===== src/rtl/fifo_burst_reader_pkg.sv =====
// Shared types and constants for the FIFO burst reader.
package fifo_burst_reader_pkg;

   typedef enum logic [1:0] {
      IDLE,
      RUN,
      DRAIN
   } rd_state_t;

   localparam int SKID_DEPTH = 2;

endpackage


===== src/rtl/fifo_burst_reader_skid2.sv =====
// Two-entry output buffer with a last-beat sideband; head drives the stream.
module stream_skid2
   import fifo_burst_reader_pkg::*;
#(
   parameter int DATA_WIDTH = 8
) (
   input  logic                  clk,
   input  logic                  rst,
   input  logic                  push,
   input  logic [DATA_WIDTH-1:0] push_data,
   input  logic                  push_last,
   input  logic                  pop,
   output logic [1:0]            occ,
   output logic                  valid,
   output logic [DATA_WIDTH-1:0] data,
   output logic                  last
);

   logic [1:0]            occ_q, occ_d;
   logic [DATA_WIDTH-1:0] hd_q, hd_d;
   logic [DATA_WIDTH-1:0] td_q, td_d;
   logic                  hl_q, hl_d;
   logic                  tl_q, tl_d;
   logic                  pop_ok;
   logic                  push_ok;
   logic                  full;

   assign full    = (occ_q == 2'(SKID_DEPTH));
   assign pop_ok  = pop && (occ_q != 2'd0);
   assign push_ok = push && (!full || pop_ok);

   // Head keeps its old contents when emptied so idle data holds steady.
   always_comb begin
      occ_d = occ_q;
      hd_d  = hd_q;
      hl_d  = hl_q;
      td_d  = td_q;
      tl_d  = tl_q;
      unique case ({push_ok, pop_ok})
         2'b10: begin
            if (occ_q == 2'd0) begin
               hd_d = push_data;
               hl_d = push_last;
            end else begin
               td_d = push_data;
               tl_d = push_last;
            end
            occ_d = occ_q + 2'd1;
         end
         2'b01: begin
            if (full) begin
               hd_d = td_q;
               hl_d = tl_q;
            end
            occ_d = occ_q - 2'd1;
         end
         2'b11: begin
            if (full) begin
               hd_d = td_q;
               hl_d = tl_q;
               td_d = push_data;
               tl_d = push_last;
            end else begin
               hd_d = push_data;
               hl_d = push_last;
            end
         end
         default: begin
         end
      endcase
   end

   always_ff @(posedge clk or posedge rst) begin
      if (rst) begin
         occ_q <= 2'd0;
         hd_q  <= '0;
         hl_q  <= 1'b0;
         td_q  <= '0;
         tl_q  <= 1'b0;
      end else begin
         occ_q <= occ_d;
         hd_q  <= hd_d;
         hl_q  <= hl_d;
         td_q  <= td_d;
         tl_q  <= tl_d;
      end
   end

   assign occ   = occ_q;
   assign valid = (occ_q != 2'd0);
   assign data  = hd_q;
   assign last  = valid && hl_q;

endmodule


===== src/rtl/fifo_burst_reader.sv =====
// Pops exactly len words from a registered-output FIFO and streams them out.
module fifo_burst_reader
   import fifo_burst_reader_pkg::*;
#(
   parameter int DATA_WIDTH = 8,
   parameter int LEN_WIDTH  = 8
) (
   input  logic                  clk,
   input  logic                  rst,
   input  logic                  start,
   input  logic [LEN_WIDTH-1:0]  len,
   output logic                  busy,
   output logic                  done,
   output logic                  fifo_rden,
   input  logic [DATA_WIDTH-1:0] fifo_data,
   input  logic                  fifo_empty,
   output logic                  m_valid,
   input  logic                  m_ready,
   output logic [DATA_WIDTH-1:0] m_data,
   output logic                  m_last
);

   rd_state_t            state_q, state_d;
   logic [LEN_WIDTH-1:0] rd_cnt_q, rd_cnt_d;
   logic [LEN_WIDTH-1:0] beat_cnt_q, beat_cnt_d;
   logic                 inflight_q, inflight_d;
   logic                 done_q, done_d;
   logic [1:0]           occ;
   logic                 pop;
   logic                 cap_last;
   logic [2:0]           fill;

   assign pop  = m_valid && m_ready;
   assign fill = {1'b0, occ} + {2'b0, inflight_q} - {2'b0, pop};

   // Fill counts words already promised to the buffer after this edge.
   assign fifo_rden = (state_q == RUN) && (rd_cnt_q != '0) &&
                      !fifo_empty && (fill < 3'(SKID_DEPTH));

   assign inflight_d = fifo_rden;
   assign cap_last   = inflight_q && (rd_cnt_q == '0);

   stream_skid2 #(
      .DATA_WIDTH(DATA_WIDTH)
   ) u_skid (
      .clk      (clk),
      .rst      (rst),
      .push     (inflight_q),
      .push_data(fifo_data),
      .push_last(cap_last),
      .pop      (pop),
      .occ      (occ),
      .valid    (m_valid),
      .data     (m_data),
      .last     (m_last)
   );

   always_comb begin
      state_d    = state_q;
      rd_cnt_d   = rd_cnt_q;
      beat_cnt_d = beat_cnt_q;
      done_d     = 1'b0;
      if (fifo_rden) begin
         rd_cnt_d = rd_cnt_q - LEN_WIDTH'(1);
      end
      if (pop && (beat_cnt_q != '0)) begin
         beat_cnt_d = beat_cnt_q - LEN_WIDTH'(1);
      end
      unique case (state_q)
         IDLE: begin
            if (start) begin
               if (len == '0) begin
                  done_d = 1'b1;
               end else begin
                  rd_cnt_d   = len;
                  beat_cnt_d = len;
                  state_d    = RUN;
               end
            end
         end
         RUN: begin
            if (fifo_rden && (rd_cnt_q == LEN_WIDTH'(1))) begin
               state_d = DRAIN;
            end
         end
         DRAIN: begin
            if (pop && (beat_cnt_q == LEN_WIDTH'(1))) begin
               state_d = IDLE;
               done_d  = 1'b1;
            end
         end
         default: state_d = IDLE;
      endcase
   end

   always_ff @(posedge clk or posedge rst) begin
      if (rst) begin
         state_q    <= IDLE;
         rd_cnt_q   <= '0;
         beat_cnt_q <= '0;
         inflight_q <= 1'b0;
         done_q     <= 1'b0;
      end else begin
         state_q    <= state_d;
         rd_cnt_q   <= rd_cnt_d;
         beat_cnt_q <= beat_cnt_d;
         inflight_q <= inflight_d;
         done_q     <= done_d;
      end
   end

   assign busy = (state_q != IDLE);
   assign done = done_q;

endmodule


===== config.mk =====
export PLATFORM = sky130hd
export DESIGN_NAME = fifo_burst_reader
export DESIGN_NICKNAME = d
export VERILOG_FILES = /design/src/rtl/fifo_burst_reader_pkg.sv /design/src/rtl/fifo_burst_reader_skid2.sv /design/src/rtl/fifo_burst_reader.sv
export SDC_FILE = /design/constraint.sdc
export NUM_CORES = 1
export LEC_CHECK = 0
export CAP_MARGIN = 40
export CORE_MARGIN = 2
export CORE_UTILIZATION = 40
export CTS_CLUSTER_SIZE = 25
export DETAILED_ROUTE_END_ITERATION = 10
export GPL_ROUTABILITY_DRIVEN = 0
export GPL_TIMING_DRIVEN = 0
export HOLD_SLACK_MARGIN = 0.12
export SLEW_MARGIN = 10
export SYNTH_ARGS = -nofsm -noshare
export SYNTH_HDL_FRONTEND = slang
export SYNTH_HIERARCHICAL = 1
export SYNTH_SLANG_ARGS = --single-unit

===== constraint.sdc =====
create_clock -name clk -period 11.09 [get_ports clk]
set_input_delay 2.7725 -clock clk [delete_from_list [all_inputs] [get_ports clk]]
set_output_delay 2.7725 -clock clk [all_outputs]
set_load 0.02 [all_outputs]

; ---- Word-level counts from Yosys, hierarchy flattened
; Index checks and enable logic that the tools add are counted.
[word_totals]
wordCells = 93
input_bits = 21
ff_bits = 40
[classes]
magnitude_cmp = 1
add_sub_neg = 6
n_mux = 32
reduce_logical = 28
n_eq_ne = 16
[ops]
columns = cell, count
row1 = $mux 8, 13
row2 = $pmux 8 s3, 1
row3 = $eq 8x1->1 const B, 2
row4 = $logic_not 8->1, 2
row5 = $pmux 8 s2, 1
row6 = $reduce_bool 8->1, 2
row7 = $sub 8x1->8 const B, 2
row8 = $logic_and 1x1->1, 11
row9 = $eq 2x2->1 const B, 4
row10 = $mux 1, 8
row11 = $mux 2, 4
row12 = $ne 2x1->1 const B, 4
row13 = $ne 2x2->1 const B, 4
row14 = $reduce_bool 2->1, 4
row15 = $pmux 2 s3, 1
row16 = $reduce_and 3->1, 2
row17 = $eq 2x1->1 const B, 2
row18 = $logic_not 2->1, 2
row19 = $pmux 1 s2, 2
row20 = $pmux 2 s2, 1
row21 = $reduce_and 4->1, 1
row22 = $add 2x1->3, 1
row23 = $lt 3x2->1 const B, 1
row24 = $pmux 1 s3, 1
row25 = 6 further kinds, 7

; ---- Longest topological paths before layout
[depth]
ltp_word = 9
mapped_depth = 12

; ---- Cells and area by module
; The synthesis kept the hierarchy.
[by_module_without_submodules]
columns = module, n_inst, area_each_um2, cells_per_inst
row1 = fifo_burst_reader, 1, 1232.4, 132
row2 = stream_skid2, 1, 957.2, 69

; ---- Least setup slack after synthesis
; OpenSTA, ideal clock, no wires.
[synth_timing]
path_kind = input-to-output
start = input port m_ready
end = output port fifo_rden
arrival_time_ns = 4.850
setup_slack_ns = 3.468
t_required_ns = 8.318
path_stages = 9
cell_sequence = nand2_1 inv_1 ha_1 nand2b_1 fa_1 xor2_1 nor4b_2 nand2_1 inv_1
[synth_via]
elab_chain_len = 4
[synth_rtl]
columns = item, line_no
row1 = "start, declared", fifo_burst_reader.sv:18  ; input logic m_ready,
row2 = $logic_and 1x1->1, fifo_burst_reader.sv:33  ; assign pop = m_valid && m_ready;
row3 = net pop, fifo_burst_reader.sv:29  ; logic pop;
row4 = $sub 3x1->3, fifo_burst_reader.sv:34  ; assign fill = {1'b0, occ} + {2'b0, inflight_q} - {2'b0, pop};
row5 = $lt 3x2->1, fifo_burst_reader.sv:38  ; !fifo_empty && (fill < 3'(SKID_DEPTH));
row6 = $logic_and 1x1->1, fifo_burst_reader.sv:38
row7 = "end, declared", fifo_burst_reader.sv:14  ; output logic fifo_rden,
; The timed path passes the listed nets, and every way through them passes these cells.

; ---- Final worst setup path
; Same ends and word-level chain as after synthesis.

==> impl_metrics.py <==
metrics = {
    "status": {
        "status": "finished clean",
    },
    "yosys": {
        "async_reset_ff_share_pct": 100.0,
        "yosysTopAreaCell": "dfrtp_1",
        "yosys_warnings": 6,
        "synth_edf_count": 0,
        "yosysSeqAreaShare_pct": 45.71,
        "synth_cell_type_count": 47,
        "ys_top_cells_by_area": "dfrtp_1 46%, mux2_2 10%, mux2_1 4.1%",
        "synth_area_mm2": 0.002190,
        "syn_avg_cell_area_um2": 10.89,
        "syn_nets": 230,
        "synth_top_area_share_pct": 45.71,
        "synthCells": 201,
        "synthFlopType": "dfrtp_1",
        "ys_ff_latch": 40,
    },
    "routing": {
        "routed_wl_um": 4478,
        "via_per_inst": 5.068,
        "drt_iter0_drc": 27,
        "drtAntennaViolNets": 0,
        "routedWlPerCell_um": 14.40,
        "num_vias": 1576,
        "drc": 0,
        "dr.pass1.iters": 4,
    },
    "worst_setup_path": {
        "path_buf_inv": 4,
        "slowest_delay_ps": 730,
        "critPathKind": "input pin to output port",
        "worst_path_max_delay_cell": "nor4b_2",
        "endpoint_kind": "output port",
        "critPathTopFamily": "buffers and inverters",
        "crit_chain": "clkdlybuf4s50_1 -> nand2_1 -> inv_1 -> ha_1 -> nand2b_1 -> fa_1 -> xor2_1 -> nor4b_2 -> nand2_1 -> inv_1 -> clkdlybuf4s50_1",
        "critPathRequiredTime_ps": 8320,
        "r2r_setup_slack_ps": 7620,
        "arrival_ps": 6240,
        "cp_max_fo": 10,
        "startpoint_type": "input pin",
    },
    "cts": {
        "clock_sinks": 40,
        "cts-root-buf": "clkbuf_8",
        "cts_max_path_buffers": 2,
        "post_cts_buffers": 0,
        "cts_resized": 0,
        "cts.clk_slew.worst_paths_ps": 80,
        "cts_tree": "done",
        "cts_made_buffers": 5,
        "htreeDepth": 2,
        "clock_latency_ps": 300,
        "hold_buffers": 0,
    },
    "power": {
        "powerDensity_mw_per_mm2": 251.1,
        "max-vdd-ir-drop_uv": 107.8,
        "p_leak_nw": 1.142,
        "power_mw": 0.6743,
    },
    "sta": {
        "period_share_pct": 81.29,
        "fmax_ghz": 0.1109,
        "hold_viol_final": 0,
        "drv_slew": 0,
        "setup_viol": 0,
        "skew_ps": 6.968,
        "tightestPinTransition_ps": 868.0,
        "rsz0062_at_grt": "no",
        "maxSlewHeadroom_pct": 41.98,
        "finalCriticalPeriod_ps": 9015,
        "fin_setup_tns_ps": 0,
    },
    "place": {
        "numPortBuffers": 33,
        "dp_hpwl_um": 3393,
    },
    "die": {
        "pin_count": 34,
        "die_area_mm2": 0.006082,
        "core_area_mm2": 0.005205,
        "die_height_um": 77.99,
        "num_rows": 26,
        "die-width_um": 77.99,
        "start_util_pct": 42.07,
    },
    "flow_run": {
        "max_cap_violations": 0,
    },
    "global_route": {
        "antenna_found_initial": 0,
        "grt_max_degree": 21,
        "track_usage_pct": 16.22,
        "grt_overflow": 0,
        "grt_pass1_vias": 1643,
        "grt_first_pass_wirelength_um": 7721,
    },
    "cells_and_area": {
        "n_fill_cell": 495,
        "antenna_cells": 0,
        "area_delta_synth_final_pct": 22.63,
        "drive_above_1_share_pct": 16.60,
        "fin_nets": 270,
        "post-route-util_pct": 51.59,
    },
    "hold_path": {
        "hp-class": "flip-flop to flip-flop",
    },
}
## cell families (layout without fill, tap and decap cells)
group | count (synthesis) | in the layout | synth area share (%)
mux | 30 | 30 | 15.54
buf+inv | 16 | 56 | 3.143
compound gates | 33 | 33 | 9.143
flops | 40 | 40 | 45.71
fa+ha+maj | 8 | 8 | 4.914
simple gates | 62 | 62 | 16.74
xor+xnor | 12 | 12 | 4.800
## state kept, by name, summed over array words and instances (netlist names)
register / flops
state_q: 2
inflight_q: 1
u_skid/hl_q: 1
u_skid/tl_q: 1
u_skid/data: 8
u_skid/td_q: 8
u_skid/occ: 2
done: 1
beat_cnt_q: 8
rd_cnt_q: 8
## per-layer routing
| metal | vias up | wire length, um | track usage (%) | share of wire (%) |
|---|---|---|---|---|
| met5 | - | 0 | 0 | 0 |
| li1 | 789 | - | - | - |
| met2 | 18 | 2128 | 26.12 | 48 |
| met3 | 6 | 129 | 3.488 | 2.9 |
| met1 | 763 | 2136 | 21.39 | 48 |
| met4 | 0 | 84 | 6.316 | 1.9 |
## cell type report
type / count / area (um^2) / area share, %
Timing Repair Buffer: 33 / 330.3 / 12.30
Multi-Input combinational cell: 145 / 1120 / 41.71
Sequential cell: 40 / 1001 / 37.28
Clock inverter: 1 / 5.005 / 0.1864
Clock buffer: 6 / 72.57 / 2.703
Inverter: 13 / 48.80 / 1.817
Tap cell: 70 / 87.58 / 3.262
Buffer: 3 / 20.02 / 0.7456
## synth_stat cells, types with 2 or more instances
master,instances
ha_1,7
mux2_1,8
or3_1,2
xor2_1,9
nand3_1,3
xnor2_1,3
dfrtp_1,40
o21ai_0,16
or4_1,3
a21oi_1,8
mux2_2,20
nand2_1,16
nor3_1,7
nor2_1,7
nand2b_1,3
o21bai_1,2
nand4_1,4
nand2_2,2
inv_1,13
## where the power goes
part	total, mW	switching, mW	internal (mW)	leakage, nW
clock network	0.0932	0.0504	0.0428	0.0410
registers	0.264	0.0523	0.211	0.491
logic	0.317	0.157	0.160	0.610
## metrics by stage
stage,std cells,area (um^2),hold WS [ps],worst slack (ps)
2_1_floorplan,201,2190,427.0,3468
3_3_place_gp,304,2608,472.4,2101
3_5_place_dp,304,2608,473.4,2065
4_1_cts,311,2685,486.2,2046
5_1_grt,311,2685,520.2,1854
6_report,311,2685,485.6,2075
## placed cells by master (no fill, tap or decap), types with 3 or more instances in the layout
cell / Yosys / routed
nor3_1: 7 / 7
mux2_1: 8 / 8
nand3_1: 3 / 3
a21oi_1: 8 / 8
clkbuf_8: 0 / 5
clkdlybuf4s50_1: 0 / 33
or4_1: 3 / 3
o21ai_0: 16 / 16
nand2b_1: 3 / 3
nand4_1: 4 / 4
xnor2_1: 3 / 3
ha_1: 7 / 7
nor2_1: 7 / 7
nand2_1: 16 / 16
dfrtp_1: 40 / 40
xor2_1: 9 / 9
mux2_2: 20 / 20
inv_1: 13 / 13
## path summary, 6_finish.rpt
path / startpoint / endpoint / cells past startpoint
worst max-delay path: m_ready / fifo_rden / 11
worst min-delay path: state_q[0] / done / 1
worst max register to register: u_skid/occ[0] / rd_cnt_q[3] / 12
worst min register to register: state_q[0] / done / 1
max in group asynchronous: rst / u_skid/data[2] / 2
min in group asynchronous: rst / rd_cnt_q[0] / 2
No activity file was read; power rests on OpenSTA's default activity.
